--- src/rtl/rocketcpu_audio_regbank.sv ---
// rocketcpu_audio_regbank
//
// Wishbone-slave register bank between the RocketCPU data bus and the audio
// datapath. The CPU writes N_PARAMS parameter registers with byte-lane
// enables. The audio core reads a set of read-only status snapshots that
// are captured from i_iparams on every i_sample_strobe.
//
// Optional feature macro: AUDIO_REGBANK_COMMIT_EN
//   defined   : parameters are double-buffered. CPU writes land in shadow
//               registers. A CTRL write arms a commit, and the next sample
//               strobe copies every shadow register into the live copy at
//               once.
//   undefined : there is no live copy. o_params shows the shadow registers
//               directly. The CTRL register is inert, and COMMIT_CNT counts
//               parameter writes instead of commits.
//
// Register map (byte addresses; only word-aligned addresses decode):
//   BASE_ADDR  + 4k     shadow parameter k          read/write
//   BASE_ADDR  + 0x100  CTRL  bit0 arm, bit1 abort   read {31'b0, pending}
//   BASE_ADDR  + 0x104  COMMIT_CNT (16 bit)          read-only
//   IBASE_ADDR + 4j     status snapshot j            read-only
//
// Ports:
//   i_wb_clk, i_wb_rst      clock, asynchronous active-high reset
//   i_wb_adr/dat/sel/we/cyc Wishbone request
//   o_wb_rdt, o_wb_ack      registered read data, one-cycle acknowledge
//   i_sample_strobe         one-cycle pulse per audio sample
//   o_params                live parameters, param k at [32k+31:32k]
//   i_iparams               raw status inputs, same flattening
//   o_commit_pending        a commit is armed
//   o_update                one-cycle pulse after the live parameters change
module rocketcpu_audio_regbank #(
  parameter int          N_PARAMS   = 16,
  parameter int          N_IPARAMS  = 4,
  parameter logic [31:0] BASE_ADDR  = 32'h1000_0000,
  parameter logic [31:0] IBASE_ADDR = 32'h1001_0000
) (
  input  logic                    i_wb_clk,
  input  logic                    i_wb_rst,
  input  logic [31:0]             i_wb_adr,
  input  logic [31:0]             i_wb_dat,
  input  logic [3:0]              i_wb_sel,
  input  logic                    i_wb_we,
  input  logic                    i_wb_cyc,
  output logic [31:0]             o_wb_rdt,
  output logic                    o_wb_ack,
  input  logic                    i_sample_strobe,
  output logic [32*N_PARAMS-1:0]  o_params,
  input  logic [32*N_IPARAMS-1:0] i_iparams,
  output logic                    o_commit_pending,
  output logic                    o_update
);

  localparam int          PIDX_W  = (N_PARAMS  > 1) ? $clog2(N_PARAMS)  : 1;
  localparam int          IIDX_W  = (N_IPARAMS > 1) ? $clog2(N_IPARAMS) : 1;
  localparam logic [31:0] PWIN    = 32'(4 * N_PARAMS);
  localparam logic [31:0] IWIN    = 32'(4 * N_IPARAMS);
  localparam logic [31:0] CNT_OFS = 32'h104;

  logic [31:0]       r_shadow [N_PARAMS];
  logic [31:0]       r_snap   [N_IPARAMS];
  logic [15:0]       r_commitCnt;
  logic              r_ack;
  logic              r_update;
  logic [31:0]       r_rdt;

  logic [31:0]       w_ofs;
  logic [31:0]       w_iofs;
  logic              w_aligned;
  logic              w_access;
  logic              w_paramHit;
  logic              w_snapHit;
  logic              w_cntHit;
  logic              w_paramWr;
  logic [PIDX_W-1:0] w_pIdx;
  logic [IIDX_W-1:0] w_iIdx;
  logic [31:0]       w_rdData;

  // Address decode. An address below a base wraps to a huge offset, so a
  // single unsigned compare against the window size is enough.
  assign w_access   = i_wb_cyc & ~r_ack;
  assign w_ofs      = i_wb_adr - BASE_ADDR;
  assign w_iofs     = i_wb_adr - IBASE_ADDR;
  assign w_aligned  = (i_wb_adr[1:0] == 2'b00);
  assign w_paramHit = w_aligned && (w_ofs < PWIN);
  assign w_snapHit  = w_aligned && (w_iofs < IWIN);
  assign w_cntHit   = w_aligned && (w_ofs == CNT_OFS);
  assign w_pIdx     = w_ofs[PIDX_W+1:2];
  assign w_iIdx     = w_iofs[IIDX_W+1:2];
  assign w_paramWr  = w_access && i_wb_we && w_paramHit;

  // Bus handshake. Ack toggles off after one cycle so every access gets
  // exactly one write edge. Read data is captured on that same edge,
  // before any register update takes effect.
  always_ff @(posedge i_wb_clk or posedge i_wb_rst) begin
    if (i_wb_rst) begin
      r_ack <= 1'b0;
      r_rdt <= '0;
    end else begin
      r_ack <= i_wb_cyc & ~r_ack;
      if (w_access) begin
        r_rdt <= w_rdData;
      end
    end
  end

  // Shadow parameter writes, one byte lane at a time.
  always_ff @(posedge i_wb_clk or posedge i_wb_rst) begin
    if (i_wb_rst) begin
      for (int k = 0; k < N_PARAMS; k++) begin
        r_shadow[k] <= '0;
      end
    end else if (w_paramWr) begin
      for (int b = 0; b < 4; b++) begin
        if (i_wb_sel[b]) begin
          r_shadow[w_pIdx][8*b +: 8] <= i_wb_dat[8*b +: 8];
        end
      end
    end
  end

  // Status snapshots follow every sample strobe, independent of commits.
  always_ff @(posedge i_wb_clk or posedge i_wb_rst) begin
    if (i_wb_rst) begin
      for (int j = 0; j < N_IPARAMS; j++) begin
        r_snap[j] <= '0;
      end
    end else if (i_sample_strobe) begin
      for (int j = 0; j < N_IPARAMS; j++) begin
        r_snap[j] <= i_iparams[32*j +: 32];
      end
    end
  end

`ifdef AUDIO_REGBANK_COMMIT_EN
  localparam logic [31:0] CTRL_OFS = 32'h100;

  logic [31:0] r_live [N_PARAMS];
  logic        r_pending;
  logic        w_ctrlHit;
  logic        w_ctrlWr;
  logic        w_commit;

  assign w_ctrlHit = w_aligned && (w_ofs == CTRL_OFS);
  assign w_ctrlWr  = w_access && i_wb_we && w_ctrlHit && i_wb_sel[0];
  assign w_commit  = i_sample_strobe && r_pending;

  // Commit engine. The strobe samples the old pending flag, so an arm
  // written on the strobe edge waits for the next strobe. A CTRL write on
  // the same edge as a commit is applied after the commit clears pending.
  always_ff @(posedge i_wb_clk or posedge i_wb_rst) begin
    if (i_wb_rst) begin
      for (int k = 0; k < N_PARAMS; k++) begin
        r_live[k] <= '0;
      end
      r_pending   <= 1'b0;
      r_commitCnt <= '0;
      r_update    <= 1'b0;
    end else begin
      r_update <= w_commit;
      if (w_commit) begin
        for (int k = 0; k < N_PARAMS; k++) begin
          r_live[k] <= r_shadow[k];
        end
        r_pending   <= 1'b0;
        r_commitCnt <= r_commitCnt + 16'd1;
      end
      if (w_ctrlWr) begin
        if (i_wb_dat[1]) begin
          r_pending <= 1'b0;
        end else if (i_wb_dat[0]) begin
          r_pending <= 1'b1;
        end
      end
    end
  end

  for (genvar k = 0; k < N_PARAMS; k++) begin : g_params
    assign o_params[32*k +: 32] = r_live[k];
  end
  assign o_commit_pending = r_pending;
`else
  // Without double-buffering, each accepted parameter write counts as an
  // update and becomes visible on the cycle after it is written.
  always_ff @(posedge i_wb_clk or posedge i_wb_rst) begin
    if (i_wb_rst) begin
      r_commitCnt <= '0;
      r_update    <= 1'b0;
    end else begin
      r_update <= w_paramWr;
      if (w_paramWr) begin
        r_commitCnt <= r_commitCnt + 16'd1;
      end
    end
  end

  for (genvar k = 0; k < N_PARAMS; k++) begin : g_params
    assign o_params[32*k +: 32] = r_shadow[k];
  end
  assign o_commit_pending = 1'b0;
`endif

  // Read mux. Unmapped or misaligned addresses read as zero.
  always_comb begin
    w_rdData = '0;
    if (w_paramHit) begin
      w_rdData = r_shadow[w_pIdx];
    end else if (w_snapHit) begin
      w_rdData = r_snap[w_iIdx];
    end else if (w_cntHit) begin
      w_rdData = {16'b0, r_commitCnt};
`ifdef AUDIO_REGBANK_COMMIT_EN
    end else if (w_ctrlHit) begin
      w_rdData = {31'b0, r_pending};
`endif
    end
  end

  assign o_wb_rdt = r_rdt;
  assign o_wb_ack = r_ack;
  assign o_update = r_update;

endmodule

--- config.mk ---
export PLATFORM = sky130hd
export DESIGN_NAME = rocketcpu_audio_regbank
export DESIGN_NICKNAME = d
export VERILOG_FILES = /design/src/rtl/rocketcpu_audio_regbank.sv
export SDC_FILE = /design/constraint.sdc
export NUM_CORES = 1
export LEC_CHECK = 0
export CORE_AREA = 2 2 291 293
export CTS_CLUSTER_DIAMETER = 100
export DETAILED_ROUTE_END_ITERATION = 12
export DIE_AREA = 0 0 293 295
export SLEW_MARGIN = 25
export SYNTH_ARGS = -nofsm -noshare
export SYNTH_HDL_FRONTEND = slang
export SYNTH_SLANG_ARGS = --single-unit
--- constraint.sdc ---
create_clock -name i_wb_clk -period 54.8 [get_ports i_wb_clk]
set_input_delay 5.48 -clock i_wb_clk [delete_from_list [all_inputs] [get_ports i_wb_clk]]
set_output_delay 5.48 -clock i_wb_clk [all_outputs]
set_load 0.01 [all_outputs]
Word-level counts from Yosys, hierarchy flattened
Cells that the tools add are included.
W data, S select, Z words.
{"block": "word_totals", "reg_bits": 690, "inputBits": 201, "output_inout_bits": 547, "wordCells": 72}
{"block": "op_classes", "n_reduce_logical": 7, "bitwise": 4, "n_addsub": 3, "n_eq_ne": 1, "mux": 28, "order_cmp": 5}
{"op": "$mux W512", "count": 7}
{"op": "$bwmux W512", "count": 4}
{"op": "$demux W32 S4", "count": 4}
{"op": "$mux W32", "count": 7}
{"op": "$bmux W32 S4", "count": 1}
{"op": "$bmux W32 S2", "count": 1}
{"op": "$sub A32 B29 Y32 const B", "count": 2}
{"op": "$eq A32 B9 Y1 const B", "count": 1}
{"op": "$lt A32 B5 Y1 const B", "count": 1}
{"op": "$lt A32 B7 Y1 const B", "count": 1}
{"op": "$mux W16", "count": 2}
{"op": "$mux W24", "count": 1}
{"op": "$add A16 B1 Y16 const B", "count": 1}
{"op": "$mux W8", "count": 1}
{"op": "$logic_and A1 B1 Y1", "count": 6}
{"op": "$ge A5 B5 Y1 const B", "count": 1}
{"op": "$lt A5 B1 Y1 const B", "count": 1}
{"op": "$not A4 Y5", "count": 1}
{"op": "$ge A3 B3 Y1 const B", "count": 1}
{"op": "$not A2 Y3", "count": 1}
{"op": "$logic_not A2 Y1", "count": 1}
{"op": "$and A1 B1 Y1", "count": 1}
{"op": "$not A1 Y1", "count": 1}

Depth between registers and ports, before layout
{"block": "depth", "ltp_word": 17, "ltp_mapped": 8}

Worst setup path after synthesis
No wires, ideal clock.
{"block": "synth_timing", "kind": "in2reg", "from": "in i_wb_adr[15]", "to": "reg r_shadow, in the netlist o_params[384]", "path_buffers": 1, "setup_ns": 0.127, "cell_stages": 6, "arrival_time_ns": 7.152, "required_ns": 54.673, "setup_slack_ns": 47.520, "cell_sequence": "nor4_2 > nand3_1 > nor4_4 > and3_1 > buf_4 > mux2_1"}
{"block": "synth_between", "elab_chain_cells": 4}
{"item": "start: declaration", "line_no": "40", "text": "input logic [31:0] i_wb_adr,"}
{"item": "$sub A32 B29 Y32", "line_no": "82", "text": "assign w_ofs = i_wb_adr - BASE_ADDR;"}
{"item": "$lt A32 B7 Y1", "line_no": "85", "text": "assign w_paramHit = w_aligned && (w_ofs < PWIN);"}
{"item": "$logic_and A1 B1 Y1", "line_no": "85"}
{"item": "$logic_and A1 B1 Y1", "line_no": "90", "text": "assign w_paramWr = w_access && i_wb_we && w_paramHit;"}
{"item": "end signal: indexed assignment", "line_no": "116", "text": "r_shadow[w_pIdx][8*b +: 8] <= i_wb_dat[8*b +: 8];"}
{"item": "end: declaration", "line_no": "60", "text": "logic [31:0] r_shadow [N_PARAMS];"}
Every way passes these cells.
A chain may end at the register's enable or synchronous reset.

==> impl_summary.log <==
INFO  metric irDropWorstVdd = between 20 and 25 µV
INFO  metric synthesis.nets = 2215
INFO  metric max_cap_violations = 0
INFO  metric netlist-cell-type-count = between 40 and 50
INFO  metric cts_max_level = 3
INFO  metric worstPathArrival = ~9.2 ns
INFO  metric synth-edff-count = 0
INFO  metric finalCriticalPeriod = 8.60 ns
INFO  metric startpoint_to_endpoint_class_of_the_critical_path = input port to async pin
INFO  metric powerDensity = 26.4 nW/µm²
INFO  metric max-slew-margin-rel = 0.309
INFO  metric ys_top_cells_by_count = sky130_fd_sc_hd__dfrtp_1, sky130_fd_sc_hd__mux2_2, sky130_fd_sc_hd__mux4_2
INFO  metric worst_hold_path_type = flop to flop
INFO  metric max_clk_rate = 0.116 GHz
INFO  metric crit_path_top_delay_cell = sky130_fd_sc_hd__buf_4
INFO  metric clkSlewWorstSetupHoldPaths = 0.06 ns
INFO  metric cts_tree = built
INFO  metric route.detailed.vias_per_inst = 5.65
INFO  metric cts-root-buf = sky130_fd_sc_hd__clkbuf_16
INFO  metric detailed_route_wl = 122 mm
INFO  metric die-width = 293 µm
INFO  metric postSynthAreaPerCell = 15.6 µm²
INFO  metric hpwl_after_detailed_placement = 90.0 mm
INFO  metric design.final.nets = between 2000 and 3000
INFO  metric first_pass_grt_wire_length = between 150 and 200 mm
INFO  metric critical_path.max_stage_delay = 0.81 ns
INFO  metric initial_antenna_violation_count = 4
INFO  metric final-max-slew-violation-count = 0
INFO  metric netlist_top_cells_area = sky130_fd_sc_hd__dfrtp_1, sky130_fd_sc_hd__mux2_2, sky130_fd_sc_hd__mux4_2
INFO  metric grt_start_max_net_pins = 184
INFO  metric cts_inserted_buffers = 77
INFO  metric pre_antenna_drt_iters = 5
INFO  metric clock_path_buffers = 3
INFO  metric syn-cell-area = approximately 31000 µm²
INFO  metric post-synth-top-area-fraction = 0.550
INFO  metric final_setup_skew = between 0.02 and 0.025 ns
INFO  metric routed_wire_length_per_instance = around 32 µm
INFO  metric grt_pass1_vias = 23200
INFO  metric hold_buf_count_cts = 0
INFO  metric timing.critical_path.cells = clkdlybuf4s50_1 -> clkinv_8 -> buf_4 -> buf_12 -> buf_16 -> buf_4
INFO  metric most_common_cell_in_the_synthesized_netlist = sky130_fd_sc_hd__dfrtp_1
INFO  metric routabilityCongestion = 0.884
INFO  metric drcViolationCount = 0
INFO  metric clock_sinks = 690
INFO  metric fin_tns_setup = 0 ns
INFO  metric clock_insertion_delay_at_the_later_pin_of_the_skew_report = 0.63 ns
INFO  metric worstSetupEndpointType = async pin
INFO  metric final_cycle_share = 0.157
INFO  metric async_flop_share = 1.00
INFO  metric worst_ep_required_time = 55.40 ns
INFO  metric drive_above_1_share = 0.359
INFO  metric die_area = 86400 µm²
INFO  metric yosysSeqAreaShare = 0.550
INFO  metric syn_to_final_growth = 35.0%
INFO  metric globalRoute.totalOverflow = 0
INFO  metric std_cell_rows = around 110
INFO  metric die_h = 295 µm
INFO  metric timing.final.setup_violations = 0
INFO  metric critical-path-top-cell-by-count = sky130_fd_sc_hd__buf_4
INFO  metric hold_violations = 0
INFO  metric ant_nets = 0
INFO  metric port_buffers = approximately 750
INFO  metric rr_worst_depth = 8
INFO  metric total_leakage_power = between 15 and 20 nW
INFO  metric dominantRegCellSynth = sky130_fd_sc_hd__dfrtp_1
INFO  metric utilization_of_the_core_after_routing = 0.510
INFO  metric vias = 21800
INFO  metric core_area = ~83000 µm²
INFO  metric status = finished clean
INFO  metric start_util = 0.377
INFO  metric synth_largest_area_cell = sky130_fd_sc_hd__dfrtp_1
INFO  metric drt_iter0_drc = 1359
INFO  metric synth_seq_cells = 690
INFO  metric synth.yosys.warnings = 0
INFO  metric post-cts-setup-buffers = 0
INFO  metric timing.hold.worst_path_depth = 1
INFO  metric track_usage = 0.279
INFO  metric tightest_slew = approximately 1.0 ns
INFO  metric number_of_placed_i_o_pins = about 750
INFO  metric worst_setup_path_start_kind = input port
INFO  metric critical_path_peak_fanout = 137
INFO  metric netlist_instances = between 2000 and 2500
INFO  metric grt_setup_unrepaired = false
INFO  metric ctsResizeCount = 0
INFO  metric fillerInstances = 6991
[area by class of cell]
cell class / count / area, µm² / area share
multi-input cells: 1188 / 13600 / 0.320
clock buffers: 114 / 2270 / 0.0535
well taps: 1080 / 1350 / 0.0319
diodes: 3 / 7.51 / 0.000177
repair buffers: 772 / 7710 / 0.182
clock inverters: 16 / 189 / 0.00446
flip-flops and latches: 690 / 17300 / 0.407
inverters: 2 / 20.0 / 0.000472
[metal layers]
metal	up-vias	GRT usage	wire length [µm]
met5	-	0	46
met4	6	0.0963	4190
met3	196	0.0816	10600
met2	935	0.477	61100
met1	11600	0.338	46300
li1	9059	-	-
[placed cells by master, fill, tap and decap left out, drive strengths merged, types with 8 or more instances in the layout]
| cell | instances |
|---|---|
| a21oi | 32 |
| a22oi | 32 |
| and3 | 13 |
| buf | 30 |
| clkbuf | 115 |
| clkdlybuf4s50 | 741 |
| clkinv | 12 |
| dfrtp | 690 |
| mux2 | 641 |
| mux4 | 176 |
| nand2 | 95 |
| nand3 | 24 |
| nand4 | 33 |
| nor2 | 30 |
| nor3 | 8 |
| nor4 | 9 |
| o211ai | 16 |
| o21a | 16 |
| o22ai | 16 |
| xnor2 | 13 |
[power breakdown]
part | internal [mW] | total [mW] | leakage [nW] | switching, mW
registers | 0.521 | 0.526 | 9.32 | 0.00565
logic | 0.0366 | 0.0796 | 8.17 | 0.0430
clock network | 0.300 | 0.511 | 1.21 | 0.211
[state kept, by name (all words and copies together) (netlist names)]
signal,cells
o_params,512
r_snap,128
o_wb_rdt,32
r_commitCnt,16
o_update,1
o_wb_ack,1
[worst max-delay path: cells and delay by family]
| kind | cells | cell delay, ns |
|---|---|---|
| buffers and inverters | 6 | 3.47 |
[kinds of logic after synthesis]
group                      count (synthesis)  share of synthesized area
AOI/OAI and AO/OA                        114                     0.0240
xor gates and xnor gates                  16                    0.00446
adders and majority gates                  1                   0.000399
buffers and inverters                    135                     0.0191
DFF                                      690                      0.550
muxes                                    817                      0.356
other                                      1                   0.000119
and+or+nand+nor                          239                     0.0456
[through the flow]
step,cell area (µm²),hold WS [ns],power [mW],setup slack [ns],std cells
after global placement,39800,0.458,0.613,45.28,3728
final,42400,0.477,1.12,46.20,3865
after CTS,42300,0.476,1.13,46.00,3861
after detailed placement,39900,0.465,0.616,45.34,3731
after floorplan,31400,0.442,0.579,29.97,2013
after global routing,42400,0.484,1.15,45.68,3862
[final timing paths]
check	start	endpoint	slack, ns
setup / recovery	i_wb_rst	o_params[485]$_DFFE_PP0P_	46.20
hold / removal	r_commitCnt[15]$_DFFE_PP0P_	r_commitCnt[15]$_DFFE_PP0P_	0.48
setup reg to reg	o_wb_ack$_DFF_PP0_	o_params[130]$_DFFE_PP0P_	51.55
hold reg to reg	r_commitCnt[15]$_DFFE_PP0P_	r_commitCnt[15]$_DFFE_PP0P_	0.48
max in group i_wb_clk	i_wb_adr[2]	o_wb_rdt[17]$_DFFE_PP0P_	46.25
min in group asynchronous	i_wb_rst	o_params[283]$_DFFE_PP0P_	5.37
Note: power is estimated with default switching activity, not from simulation.
